$ cat src/rtl/toaplan2_snd_mixn.sv
// toaplan2_snd_mixn: sequential N-channel gain mixer with saturation and optional gain slew
module toaplan2_snd_mixn #(
  parameter int NCH  = 4,
  parameter int W    = 16,
  parameter int WOUT = 16,
  parameter int RAMP = 1
) (
  input  logic                   CLK,
  input  logic                   RESET,
  input  logic                   cen,
  input  logic [NCH*W-1:0]       ch_in,
  input  logic [NCH*8-1:0]       gain_in,
  input  logic                   mute,
  output logic signed [WOUT-1:0] mixed,
  output logic                   sample,
  output logic                   peak,
  output logic                   overrun
);
  localparam int AW = W + 9 + $clog2(NCH);
  localparam int IW = $clog2(NCH);
  localparam int SW = AW + WOUT;
  localparam logic signed [SW-1:0] S_MAX = SW'((64'sd1 <<< (WOUT - 1)) - 64'sd1);
  localparam logic signed [SW-1:0] S_MIN = ~S_MAX;

  typedef enum logic [1:0] {IDLE, ACC, SAT} state_t;
  state_t state_q, state_d;
  logic [IW-1:0] idx_q;
  logic signed [AW-1:0] acc_q, acc_d;
  logic signed [W-1:0] ch_q [NCH];
  logic [7:0] tgt_q [NCH];
  logic [7:0] g_cur_q [NCH];
  logic signed [W+8:0] prod;
  logic signed [SW-1:0] s, s_sat;
  logic last, latch;

  assign latch = (state_q == IDLE) && cen;
  assign last  = idx_q == IW'(NCH - 1);
  assign prod  = (W+9)'(ch_q[idx_q]) * (W+9)'($signed({1'b0, g_cur_q[idx_q]}));
  assign acc_d = acc_q + AW'(prod);
  // Scaling and clamping happen on the final accumulate so mixed is valid while sample is high
  assign s     = SW'(acc_d >>> 4);
  assign s_sat = s > S_MAX ? S_MAX : s < S_MIN ? S_MIN : s;

  always_ff @(posedge CLK)
    state_q <= RESET ? IDLE : state_d;

  always_comb
    state_d = state_q == IDLE ? (cen ? ACC : IDLE) : state_q == ACC ? (last ? SAT : ACC) : IDLE;

  always_comb begin
    sample  = state_q == SAT;
    overrun = cen && (state_q != IDLE);
  end

  always_ff @(posedge CLK) begin
    if (RESET) begin
      idx_q <= '0;
      acc_q <= '0;
      mixed <= '0;
      peak  <= 1'b0;
      for (int i = 0; i < NCH; i++) begin
        ch_q[i]    <= '0;
        tgt_q[i]   <= '0;
        g_cur_q[i] <= '0;
      end
    end else begin
      if (latch) begin
        acc_q <= '0;
        idx_q <= '0;
        for (int i = 0; i < NCH; i++) begin
          ch_q[i]  <= ch_in[i*W +: W];
          tgt_q[i] <= mute ? 8'd0 : gain_in[i*8 +: 8];
          if (RAMP == 0) g_cur_q[i] <= mute ? 8'd0 : gain_in[i*8 +: 8];
        end
      end
      if (state_q == ACC) begin
        acc_q <= acc_d;
        idx_q <= idx_q + IW'(1);
        if (last) begin
          mixed <= s_sat[WOUT-1:0];
          peak  <= (s > S_MAX) || (s < S_MIN);
        end
      end
      if (state_q == SAT && RAMP != 0)
        for (int i = 0; i < NCH; i++)
          g_cur_q[i] <= g_cur_q[i] < tgt_q[i] ? g_cur_q[i] + 8'd1 :
                        g_cur_q[i] > tgt_q[i] ? g_cur_q[i] - 8'd1 : g_cur_q[i];
    end
  end
endmodule

$ cat config.mk
export PLATFORM = sky130hd
export DESIGN_NAME = toaplan2_snd_mixn
export DESIGN_NICKNAME = d
export VERILOG_FILES = /design/src/rtl/toaplan2_snd_mixn.sv
export SDC_FILE = /design/constraint.sdc
export NUM_CORES = 1
export LEC_CHECK = 0
export BUFFER_PORTS_ARGS = -buffer_cell sky130_fd_sc_hd__buf_4
export CORE_ASPECT_RATIO = 0.8
export CORE_MARGIN = 3
export CORE_UTILIZATION = 40
export CTS_CLUSTER_SIZE = 24
export DETAILED_ROUTE_END_ITERATION = 10
export GPL_TIMING_DRIVEN = 0
export SLEW_MARGIN = 25
export SYNTH_ARGS = -nofsm -noshare
export SYNTH_HDL_FRONTEND = slang
export SYNTH_SLANG_ARGS = --single-unit
export TNS_END_PERCENT = 10
$ cat constraint.sdc
create_clock -name CLK -period 7.9 [get_ports CLK]
set_input_delay 0.395 -clock CLK [delete_from_list [all_inputs] [get_ports CLK]]
set_output_delay 0.395 -clock CLK [all_outputs]
set_load 0.03 [all_outputs]
==> impl_metrics.json <==
{
  "cts_buffer_depth": 2,
  "yosys-top-cells-count": "221 x inv_1, 178 x and2_1, 131 x fa_1, 128 x edfxtp_1, 122 x nor2_1",
  "htreeDepth": 4,
  "grt_use_met2": 0.2552,
  "tightest_slew_ns": 0.9480,
  "instances_no_fill": 2054,
  "place.gp.congestion": 0.8343,
  "crit_arrival_ns": 7.71,
  "power_density_nw_per_um2": 276.2,
  "dp.cells": 2023,
  "clkPwrFrac": 0.186,
  "cts_made_buffers": 17,
  "synth_area_um2": 14650,
  "critPathCaptureType": "flop",
  "required_ns": 8.20,
  "hp-class": "in2reg",
  "drtIter0Drc": 573,
  "sequentialPowerShare": 0.250,
  "path_buf_inv": 9,
  "dieArea_um2": 38980,
  "grt_pass1_wl_mm": 55.05,
  "synth_top_area_cell": "edfxtp_1",
  "cts_tree": "built",
  "rows": 62,
  "swShare": 0.4541,
  "ys_ff_latch": 178,
  "power_uw": 4634,
  "worstSetupPathType": "reg2reg",
  "die_w_um": 220.0,
  "synth_edf_count": 128,
  "met3_usage": 0.03261,
  "dpl_worst_slack_ns": -0.3153,
  "start_kind": "flop",
  "max_slew_margin": 0.3632,
  "drc_errors": 0,
  "antenna_found_initial": 0,
  "grt_usage": 0.1797,
  "vias": 9955,
  "slowest_stage": "fa_1",
  "synth.most_common_cell": "inv_1",
  "finalSetupViolCount": 0,
  "numPortBuffers": 117,
  "max_freq_ghz": 0.1350,
  "ys_seq_area_frac": 0.3306,
  "cts_root_buffer": "clkbuf_16",
  "crit_fanout": 10,
  "internal_power_uw": 2530,
  "p_leak_uw": 0.007566,
  "fin_crit_sh": 0.9373,
  "layout_setup_ws_ns": 0.4950,
  "grt-ovfl-total": 0,
  "dr.pass1.iters": 5,
  "max_cap_viol_count": 0,
  "clock_skew_ns": 0.02003,
  "clkSinkCount": 178,
  "hold_viol_final": 0,
  "dpl.hpwl_mm": 27.19,
  "p_comb_frac": 0.564,
  "drive_above_1_share": 0.1379,
  "busiest_layer": "met1",
  "yosysTopAreaCellShare": 0.2623,
  "met1_usage": 0.2870,
  "p_switching_uw": 2105,
  "start_util": 0.4071,
  "die_h_um": 177.2,
  "rsz0062_at_grt": "false",
  "ant_nets": 0,
  "num-nets-final": 1908,
  "yosysWarnings": 0,
  "synth_fp_nets": 1772,
  "ios": 119,
  "grt_pass1_vias": 10270,
  "fin_crit_ns": 7.405,
  "fin_tns_setup_ns": 0,
  "viasPerCell": 4.847,
  "synth_area_per_cell_um2": 10.28,
  "grt_max_degree": 57,
  "drv_slew": 0,
  "clkTransAtPathRegs_ns": 0.08,
  "syn_to_final_growth_pct": 14.50,
  "clock_latency_ns": 0.46,
  "diodes": 0,
  "max_stage_delay_ns": 0.55,
  "synth_flop_cell": "edfxtp_1",
  "synth.distinct_cells": 58,
  "finalWirelength_mm": 33.30,
  "path_delay_family": "adder cells",
  "peakVddDrop_mv": 0.2194,
  "post_drt_wl_per_cell_um": 16.21,
  "core_um2": 35990,
  "yosys-top-cells-area": "edfxtp_1 26%, fa_1 18%, ha_1 9.9%, and2_1 7.6%, dfxtp_1 6.8%",
  "syn_inst": 1425,
  "status": "finished clean",
  "synth_async_sr_flop_share": 0
}
placed cells by master (no fill, tap or decap), types with 14 or more instances in the layout:
cell / instances
xnor2_1: 37
inv_1: 221
o21bai_1: 14
a21oi_1: 66
clkbuf_1: 30
a21o_1: 18
nand2_1: 95
buf_4: 117
edfxtp_1: 128
ha_1: 116
fa_1: 131
clkbuf_16: 17
mux4_2: 24
dfxtp_1: 49
o21ai_0: 17
a22oi_1: 23
nor2_1: 122
xor2_1: 14
and2_1: 178
kinds of logic (layout without fill, tap and decap cells):
| logic type | count (synthesis) | in the layout | synth area share |
|---|---|---|---|
| compound gates | 194 | 194 | 0.09333 |
| flops | 178 | 178 | 0.3306 |
| xor+xnor | 52 | 52 | 0.03159 |
| mux | 26 | 26 | 0.03825 |
| fa+ha+maj | 247 | 247 | 0.2780 |
| buf+inv | 270 | 419 | 0.07061 |
| simple gates | 458 | 458 | 0.1576 |
final cells by class:
type	count	area [um2]
multi-input cells	977	8782
plain buffers	48	219.0
fillers	3433	19220
repair buffers	118	905.9
inverters	221	829.5
clock inverters	15	170.2
clock buffers	17	425.4
flip-flops and latches	178	4846
well taps	480	600.6
power by group through the flow:
stage	clock [uW]	combinational, uW	sequential [uW]
6_report	861	2610	1160
2_1_floorplan	0	1990	1160
3_3_place_gp	0	2560	1180
3_5_place_dp	0	2590	1180
4_1_cts	883	2610	1160
5_1_grt	913	2970	1170
state kept, by name (all words and copies together) (netlist names), named ones only:
register	count
idx_q	2
acc_q	27
state_q	2
g_cur_q	32
peak	1
ch_q	64
tgt_q	32
mixed	16
metal layers:
metal | vias up | wire length, um
li1 | 4968 | -
met1 | 4760 | 18140
met2 | 212 | 13490
met3 | 15 | 1432
met4 | 0 | 232
met5 | - | 0
through the flow:
stage,hold slack (ns),area (um2),util
floorplan,0.4444,14650,-
global placement,0.4680,16130,0.4482
detailed placement,0.4764,16170,0.4492
CTS,0.1775,16770,0.4660
global route,0.1893,16780,0.4661
finish,0.2068,16780,0.4661
path summary, 6_finish.rpt:
path	slack (ns)	startpoint	endpoint	depth (start not counted)
worst min-delay path	0.21	ch_in[58]	ch_q[3][10]	2
worst max-delay path	0.50	flop	mixed[13]	26
worst max register to register	0.50	flop	mixed[13]	26
worst min register to register	0.49	acc_q[26]	acc_q[26]	2
what timing repair did:
action,CTS,global route
resized for setup,6,12
endpoints found under the setup margin,16,17
hold buffers,0,0
pin swaps,0,0
buffers inserted,0,0
Note: power is estimated with default switching activity, not from simulation.
